--- src/rtl/booth_divider_pkg.sv ---
// Shared widths, FSM state encoding and counter type for the signed divider.
package div_pkg;

  localparam int WIDTH_INPUT  = 16;
  localparam int WIDTH_OUTPUT = 32;

  typedef enum logic [1:0] {
    IDLE,
    ITER,
    FIX
  } div_state_e;

  typedef logic [4:0] div_count_t;

endpackage

--- src/rtl/booth_divider_nr_div_step.sv ---
// One combinational non-restoring division step on magnitudes.
module nr_div_step
  import div_pkg::*;
(
  input  logic [WIDTH_INPUT:0]   i_rem,
  input  logic                   i_bit,
  input  logic [WIDTH_INPUT-1:0] i_divisor,
  output logic [WIDTH_INPUT:0]   o_rem,
  output logic                   o_qbit
);

  logic [WIDTH_INPUT+1:0] w_shift;
  logic [WIDTH_INPUT+1:0] w_div;
  logic [WIDTH_INPUT+1:0] w_next;

  // One guard bit above the 17-bit partial remainder keeps 2*P+bit exact.
  assign w_shift = {i_rem, i_bit};
  assign w_div   = {2'b00, i_divisor};
  assign w_next  = i_rem[WIDTH_INPUT] ? (w_shift + w_div) : (w_shift - w_div);

  assign o_rem  = w_next[WIDTH_INPUT:0];
  assign o_qbit = ~w_next[WIDTH_INPUT+1];

endmodule

--- src/rtl/booth_divider.sv ---
// Sequential signed 32/16 divider: magnitude non-restoring core, one quotient bit per clock,
// sign and overflow handling in a final fix-up cycle.
module booth_divider
  import div_pkg::*;
(
  input  logic                    clk,
  input  logic                    reset,
  input  logic                    valid_in,
  input  logic [WIDTH_OUTPUT-1:0] in_dividend,
  input  logic [WIDTH_INPUT-1:0]  in_divisor,
  output logic                    busy,
  output logic                    valid_out,
  output logic [WIDTH_INPUT-1:0]  quotient,
  output logic [WIDTH_INPUT-1:0]  remainder,
  output logic                    div_by_zero,
  output logic                    overflow
);

  div_state_e             r_state;
  div_count_t             r_count;
  logic [WIDTH_INPUT-1:0] r_div_mag;
  logic [WIDTH_INPUT:0]   r_prem;
  logic [WIDTH_INPUT-1:0] r_dvd_lo;
  logic [WIDTH_INPUT-1:0] r_quo;
  logic                   r_q_neg;
  logic                   r_r_neg;
  logic                   r_dbz;
  logic                   r_ovf_pre;

  logic                   r_busy;
  logic                   r_valid_out;
  logic [WIDTH_INPUT-1:0] r_quotient;
  logic [WIDTH_INPUT-1:0] r_remainder;
  logic                   r_div_by_zero;
  logic                   r_overflow;

  logic [WIDTH_OUTPUT-1:0] w_dvd_mag;
  logic [WIDTH_INPUT-1:0]  w_dsr_mag;
  logic [WIDTH_INPUT:0]    w_next_rem;
  logic                    w_qbit;
  logic [WIDTH_INPUT-1:0]  w_rem_mag;
  logic                    w_ovf_post;
  logic                    w_ovf;

  // -2^31 maps to 0x8000_0000, which the unsigned magnitude holds exactly.
  assign w_dvd_mag = in_dividend[WIDTH_OUTPUT-1] ? (~in_dividend + 1'b1) : in_dividend;
  assign w_dsr_mag = in_divisor[WIDTH_INPUT-1]   ? (~in_divisor + 1'b1)  : in_divisor;

  nr_div_step u_step (
    .i_rem     (r_prem),
    .i_bit     (r_dvd_lo[WIDTH_INPUT-1]),
    .i_divisor (r_div_mag),
    .o_rem     (w_next_rem),
    .o_qbit    (w_qbit)
  );

  assign w_rem_mag  = r_prem[WIDTH_INPUT] ? (r_prem[WIDTH_INPUT-1:0] + r_div_mag)
                                          : r_prem[WIDTH_INPUT-1:0];
  // A negative quotient may reach magnitude 0x8000; a positive one may not.
  assign w_ovf_post = r_q_neg ? (r_quo > 16'h8000) : (r_quo > 16'h7FFF);
  assign w_ovf      = ~r_dbz & (r_ovf_pre | w_ovf_post);

  always_ff @(posedge clk) begin
    if (!reset) begin
      r_state       <= IDLE;
      r_count       <= '0;
      r_div_mag     <= '0;
      r_prem        <= '0;
      r_dvd_lo      <= '0;
      r_quo         <= '0;
      r_q_neg       <= 1'b0;
      r_r_neg       <= 1'b0;
      r_dbz         <= 1'b0;
      r_ovf_pre     <= 1'b0;
      r_busy        <= 1'b0;
      r_valid_out   <= 1'b0;
      r_quotient    <= '0;
      r_remainder   <= '0;
      r_div_by_zero <= 1'b0;
      r_overflow    <= 1'b0;
    end else begin
      case (r_state)
        IDLE: begin
          r_valid_out <= 1'b0;
          if (valid_in) begin
            r_div_mag <= w_dsr_mag;
            r_prem    <= {1'b0, w_dvd_mag[WIDTH_OUTPUT-1:WIDTH_INPUT]};
            r_dvd_lo  <= w_dvd_mag[WIDTH_INPUT-1:0];
            r_quo     <= '0;
            r_q_neg   <= in_dividend[WIDTH_OUTPUT-1] ^ in_divisor[WIDTH_INPUT-1];
            r_r_neg   <= in_dividend[WIDTH_OUTPUT-1];
            r_dbz     <= (in_divisor == '0);
            r_ovf_pre <= (w_dvd_mag[WIDTH_OUTPUT-1:WIDTH_INPUT] >= w_dsr_mag);
            r_count   <= '0;
            r_busy    <= 1'b1;
            r_state   <= ITER;
          end
        end
        ITER: begin
          r_prem   <= w_next_rem;
          r_quo    <= {r_quo[WIDTH_INPUT-2:0], w_qbit};
          r_dvd_lo <= {r_dvd_lo[WIDTH_INPUT-2:0], 1'b0};
          r_count  <= r_count + 1'b1;
          if (r_count == 5'd15) begin
            r_state <= FIX;
          end
        end
        FIX: begin
          if (r_dbz || w_ovf) begin
            r_quotient  <= '0;
            r_remainder <= '0;
          end else begin
            r_quotient  <= r_q_neg ? (~r_quo + 1'b1) : r_quo;
            r_remainder <= r_r_neg ? (~w_rem_mag + 1'b1) : w_rem_mag;
          end
          r_div_by_zero <= r_dbz;
          r_overflow    <= w_ovf;
          r_valid_out   <= 1'b1;
          r_busy        <= 1'b0;
          r_state       <= IDLE;
        end
        default: r_state <= IDLE;
      endcase
    end
  end

  assign busy        = r_busy;
  assign valid_out   = r_valid_out;
  assign quotient    = r_quotient;
  assign remainder   = r_remainder;
  assign div_by_zero = r_div_by_zero;
  assign overflow    = r_overflow;

endmodule
--- config.mk ---
export PLATFORM = sky130hd
export DESIGN_NAME = booth_divider
export DESIGN_NICKNAME = d
export VERILOG_FILES = /design/src/rtl/booth_divider_pkg.sv /design/src/rtl/booth_divider_nr_div_step.sv /design/src/rtl/booth_divider.sv
export SDC_FILE = /design/constraint.sdc
export NUM_CORES = 1
export LEC_CHECK = 0
export BUFFER_PORTS_ARGS = -buffer_cell sky130_fd_sc_hd__buf_2
export CELL_PAD_IN_SITES_DETAIL_PLACEMENT = 1
export CELL_PAD_IN_SITES_GLOBAL_PLACEMENT = 2
export CORE_MARGIN = 4
export CORE_UTILIZATION = 32
export CTS_CLUSTER_SIZE = 8
export DETAILED_ROUTE_END_ITERATION = 8
export GPL_ROUTABILITY_DRIVEN = 0
export PLACE_DENSITY_LB_ADDON = 0.12
export SLEW_MARGIN = 30
export SYNTH_ARGS = -nofsm -noshare
export SYNTH_HDL_FRONTEND = slang
export SYNTH_HIERARCHICAL = 1
export SYNTH_SLANG_ARGS = --single-unit
--- constraint.sdc ---
create_clock -name clk -period 3.42 [get_ports clk]
set_input_delay 0.342 -clock clk [delete_from_list [all_inputs] [get_ports clk]]
set_output_delay 0.342 -clock clk [all_outputs]
set_load 0.1 [all_outputs]
; After elaboration in Yosys (flattened, before gate mapping)
; Index checks and enable logic that the tools add are counted.
[classes]
mux = 23
order_cmp = 3
reduce_logical = 9
n_eq_ne = 5
add_sub_neg = 8
bitwise_logic = 9
[ops]
columns = operator, count
row1 = 16-bit 2-to-1 mux, 8
row2 = 16-bit case mux with 2 select lines, 2
row3 = "16-bit by 1-bit adder with 16-bit output, second input constant", 3
row4 = 16-bit NOT, 3
row5 = 17-bit case mux with 2 select lines, 1
row6 = "32-bit by 1-bit adder with 32-bit output, second input constant", 1
row7 = 32-bit 2-to-1 mux, 1
row8 = 32-bit NOT, 1
row9 = 18-bit by 16-bit adder with 18-bit output, 1
row10 = 18-bit 2-to-1 mux, 1
row11 = 18-bit by 16-bit subtractor with 18-bit output, 1
row12 = 17-bit 2-to-1 mux, 1
row13 = 16-bit adder, 1
row14 = 16-bit >= comparator, 1
row15 = "16-bit by 15-bit > comparator with 1-bit output, second input constant", 1
row16 = "16-bit > comparator, second input constant", 1
row17 = 16-bit logical NOT, 1
row18 = 5-bit case mux with 2 select lines, 1
row19 = 2-bit AND reduction, 4
row20 = "5-bit by 1-bit adder with 5-bit output, second input constant", 1
row21 = "5-bit by 4-bit == test with 1-bit output, second input constant", 1
row22 = 5-bit 2-to-1 mux, 1
row23 = 2-bit 2-to-1 mux, 2
row24 = "2-bit inequality test, second input constant", 2
row25 = other kinds (12), 16
[totals]
word_cells = 73
output_inout_bits = 36
input_bits = 51
ff_bits = 112

; Logic depth before layout (Yosys ltp)
[depth]
ltp_word = 6
depth_mapped = 16
depth_no_buf = 16

; Cells and area by module
; The synthesis kept the hierarchy.
[modules_own_cells]
columns = module, cells_each, area_per_inst_um2, seq_area_each_um2, n_inst
row1 = booth_divider, 877, 7101.8, 2242.2, 1
row2 = nr_div_step, 152, 1089.8, 0.0, 1

; Worst setup path after synthesis
; No wires, ideal clock.
[synth_timing]
path_kind = in2reg
from = input port in_dividend[5]
to = register r_ovf_pre
t_required_ns = 3.296
arrival_time_ns = 3.356
slack_ns = -0.060
cell_stages = 15
setup_time_ns = 0.124
n_path_buf = 0
cell_sequence = or4_4 > nor4_4 > nand2_1 > o41ai_1 > xor2_1 > ha_1 > nand2b_1 > a21o_1 > a21o_1 > a21o_1 > a21o_1 > a21o_1 > a211oi_1 > o31a_1 > o22ai_1
[synth_between]
elab_chain_cells = 4
[synth_lines]
columns = item, line
row1 = start: declaration, booth_divider.sv:9  ; input logic [WIDTH_OUTPUT-1:0] in_dividend,
row2 = 32-bit NOT, booth_divider.sv:46  ; assign w_dvd_mag = in_dividend[WIDTH_OUTPUT-1] ? (~in_dividend + 1'b1) : in_dividend;
row3 = 32-bit by 1-bit adder with 32-bit output, booth_divider.sv:46
row4 = 32-bit 2-to-1 mux, booth_divider.sv:46
row5 = 16-bit >= comparator, booth_divider.sv:93  ; r_ovf_pre <= (w_dvd_mag[WIDTH_OUTPUT-1:WIDTH_INPUT] >= w_dsr_mag);
row6 = end signal: assignment, booth_divider.sv:93
row7 = end: declaration, booth_divider.sv:28  ; logic r_ovf_pre;
; No other way between the ends.
; A chain may end at the register's enable or synchronous reset.

; Worst setup path in the final report
[layout_timing]
from = register r_div_mag[3]
to = register r_prem[13]
[layout_between]
elab_chain_cells = 3
word_cells_on_any_way = 4
classes_between = 2 x add/sub / 2 x mux
[layout_lines]
columns = item, line
row1 = start: declaration, booth_divider.sv:21  ; logic [WIDTH_INPUT-1:0] r_div_mag;
row2 = start signal: assignment, booth_divider.sv:86  ; r_div_mag <= w_dsr_mag;
row3 = 18-bit by 16-bit subtractor with 18-bit output / 18-bit by 16-bit adder with 18-bit output (equally long branches), booth_divider_nr_div_step.sv:19  ; assign w_next = i_rem[WIDTH_INPUT] ? (w_shift + w_div) : (w_shift - w_div);
row4 = 18-bit 2-to-1 mux *, booth_divider_nr_div_step.sv:19
row5 = named net w_next_rem[13], booth_divider.sv:39  ; logic [WIDTH_INPUT:0] w_next_rem;
row6 = 17-bit case mux with 2 select lines *, booth_divider.sv:82  ; case (r_state)
row7 = end signal: assignment, booth_divider.sv:87  ; r_prem <= {1'b0, w_dvd_mag[WIDTH_OUTPUT-1:WIDTH_INPUT]};
row8 = end signal: assignment, booth_divider.sv:100  ; r_prem <= w_next_rem;
row9 = end: declaration, booth_divider.sv:22  ; logic [WIDTH_INPUT:0] r_prem;
; Mark *: on every way through the listed nets, which the timed path passes. The rest lies on a longest branch.

==> out/qor.txt <==
Top cell type's share of synthesized area: 0.2737
Met3 capacity usage during global routing: 0.01691
Clock period minus final worst setup slack: 3.394 ns
Period Utilization, post-route: 0.9923
Top cells by area, synth: dfxtp_1 (27%), ha_1 (8.4%), nand2_1 (7.6%)
Die Y: 168.0 um
Port Buffers: 86
Sequential fraction of the synthesis area: 0.2737
Path type of the worst min-delay path: in2reg
Hold Crit Start: in_divisor[0]
Count of final max-slew check failures: 0
Largest net degree at the start of global routing: 45
CP bufs+invs: 1
Overall routed net length: 25430 um
Number of global-route vias before repair: 7952
Power dissipated by switching net loads: 2.090 mW
Synthesized instance count: 1029
Number of warnings reported in the yosys synthesis log: 6
CP max stage cell: or4_4
Smallest setup slack after layout: 0.02638 ns
Startpoint type of the worst setup path: flip-flop
Inserted Clock Buffers: 9
Share of power burned in registers: 0.288
Post-route DRC: 0
Switching fraction of total power: 0.3994
Most used flip-flop cell after synthesis: dfxtp_1
Chip Width: 168.0 um
Detailed placement HPWL: 20040 um
Register clock-pin slew on the reported worst setup and hold paths: 0.08 ns
Crit-path most repeated cell: nor3_4
Most common cell in the netlist: nand2_1
Number of buffers added to fix hold violations after cts: 0
Clock group share of total power: 0.220
Sum of overflow across all layers after global routing: 0
Cell area after placement: 9467 um2
Sum of negative setup slack: 0 ns
Critical path arrival: 3.65 ns
Max-cap violation count: 0
Count of nets after finishing: 1269
Worst skew pair latency: 0.36 ns
Final hold slack: 0.2729 ns
Rel. slew slack: 0.4667
Achievable frequency: 0.2947 GHz
Number of nets in the synthesized netlist: 1137
Synth unique cells: 69
Average wire per standard cell: 17.00 um
Number of vias after detailed routing: 7812
IR Drop Worst-Case VDD: 0.0002937 V
Wire length of the first global-routing pass: 41860 um
Result of the run: finished clean
Area leader, netlist: dfxtp_1
Initial standard-cell utilization of the core: 0.3253
Standard cell core area: 25180 um2
Global routing usage summed across all routing layers: 0.1786
IO Count: 87
H-Tree Level Count: 3
Pwr Density: 522.1 nW/um2
Synthesis-to-layout area growth: 22.39%
Mapped cell area: 8192 um2
Final setup fails: 0
Critical register-to-register path startpoint: r_div_mag[3]
Clock tree from TritonCTS: done
Final hold violation count: 0
Count of placed standard cells in the final layout, fillers left out: 1496
Clock Sinks: 112
Cells traversed along the worst timing path: or4_4, nor3_4, nand2_2, nor3_4, buf_4, a21oi_1, xor2_1, ha_1, a2111o_1, o221ai_2, o31a_1, xnor2_2, a221o_1, o21a_1
Root buffer cell: clkbuf_16
Layout Skew: 0.01319 ns
Max Fanout on Critical Path: 4
Number of antenna-violating nets in the routed design: 0
Global routing's busiest layer: met2
Maximum clock insertion buffer count: 2
Post-synthesis register bit count: 112
Source of the critical timing path: r_div_mag[3]
Number of vias per cell after detailed routing: 5.222
Number of enable-type register cells in the synthesized netlist: 0
GRT met2 Usage: 0.2849
Met1 GRT Util: 0.2598
Worst slew pin tran: 0.8000 ns
Worst EP required: 3.68 ns
Endpoint kind of the worst setup timing path: flip-flop
Cell Rows: 58
Cell family with the largest share of critical-path delay: compound AO/OA/AOI/OAI gates
Unrepaired setup endpoints after global routing: yes
Number of detailed-route iterations in the first pass: 4
Static Leakage: 4.329 nW
Violation count after the first detailed-routing iteration: 284
Total power after layout: 5.234 mW
Fin util: 0.3981
Internal Power: 3.144 mW
Post-synth ARST share: 0
Antenna cell count: 0
Ratio of cells with drive above 1 in the final layout: 0.2118
Worst Path Class, Setup: reg2reg
Die area: 28220 um2
Initial antenna violation count: 0
Slowest Stage Delay on Critical Path: 0.59 ns
Number of cells in the design after placement: 1471
Area of all placed cells without fillers: 10030 um2
Worst setup slack after placement: -0.4679 ns
Average footprint of a synthesized cell: 7.961 um2
Most numerous cell types in the synthesized netlist: nand2_1 (165), dfxtp_1 (112), o21ai_0 (82)
Share of total power in combinational logic: 0.492
registers in the layout, indices dropped and copies added (netlist names):
signal,cells
r_prem,17
r_count,5
r_q_neg,1
r_dbz,1
r_state,2
busy,1
valid_out,1
r_quo,16
div_by_zero,1
r_div_mag,16
remainder,16
r_dvd_lo,16
quotient,16
overflow,1
r_ovf_pre,1
r_r_neg,1
metal layers:
metal,vias up,share of wire
met1,3691,0.52
met2,107,0.44
met4,0,0.014
met3,16,0.028
li1,3998,-
met5,-,0
cell usage in the layout (no fill, tap or decap), types with 6 or more instances in the layout:
master       n
a211oi_1     6
a21boi_0    41
a21o_1      17
a21oi_1     41
a22oi_1     24
a31oi_1      7
and2_1      13
and3_1       8
buf_2       85
buf_4       90
clkbuf_16    9
dfxtp_1    111
ha_1        54
inv_1       20
mux2i_1      9
nand2_1    162
nand2b_1     8
nand3_1     29
nand4_1      8
nor2_1      36
nor2b_1     11
nor3_1      18
o211a_1     15
o21ai_0     78
o31ai_1     17
or3_1       11
or4_1        6
xnor2_1     39
xor2_1      62
power by group through the flow:
stage / logic [mW] / clock network (mW) / registers (mW)
global placement: 2.40 / 0 / 1.53
floorplan: 1.68 / 0 / 1.50
finish: 2.57 / 1.15 / 1.51
global route: 2.88 / 1.23 / 1.52
CTS: 2.45 / 1.19 / 1.50
detailed placement: 2.42 / 0 / 1.53
final timing paths:
kind,endpoint,slack (ns),depth (start not counted)
worst max register to register,r_prem[13],0.03,14
worst max-delay path,r_prem[13],0.03,14
worst min register to register,remainder[7],0.45,2
worst min-delay path,r_div_mag[0],0.27,3
kinds of logic (layout without fill, tap and decap cells):
group,after synthesis,after routing,synth area share
simple gates,359,359,0.2201
compound gates,313,313,0.2604
flops,112,112,0.2737
xor+xnor,103,103,0.1101
buf+inv,75,212,0.03437
fa+ha+maj,57,57,0.08890
mux,10,10,0.01237
timing repair:
| action | in CTS | in global routing |
|---|---|---|
| endpoints found under the setup margin | 2 | 13 |
| setup buffers | 2 | 7 |
| pin swaps | 4 | 16 |
| gates resized for setup | 3 | 38 |
tightest hold or removal path, stage by stage:
cell and delay, ns:
buf_2 0.13, nand2_1 0.05, a21boi_0 0.06
area by class of cell:
| cell class | count | area [um2] |
|---|---|---|
| multi-input combinational | 842 | 5864 |
| inverter | 20 | 75.07 |
| timing repair buffer | 176 | 1112 |
| sequential | 112 | 2243 |
| clock buffer | 10 | 229.0 |
| clock inverter | 6 | 88.84 |
| fill | 3069 | 15160 |
| tap | 330 | 412.9 |
Note: power is estimated with default switching activity, not from simulation.
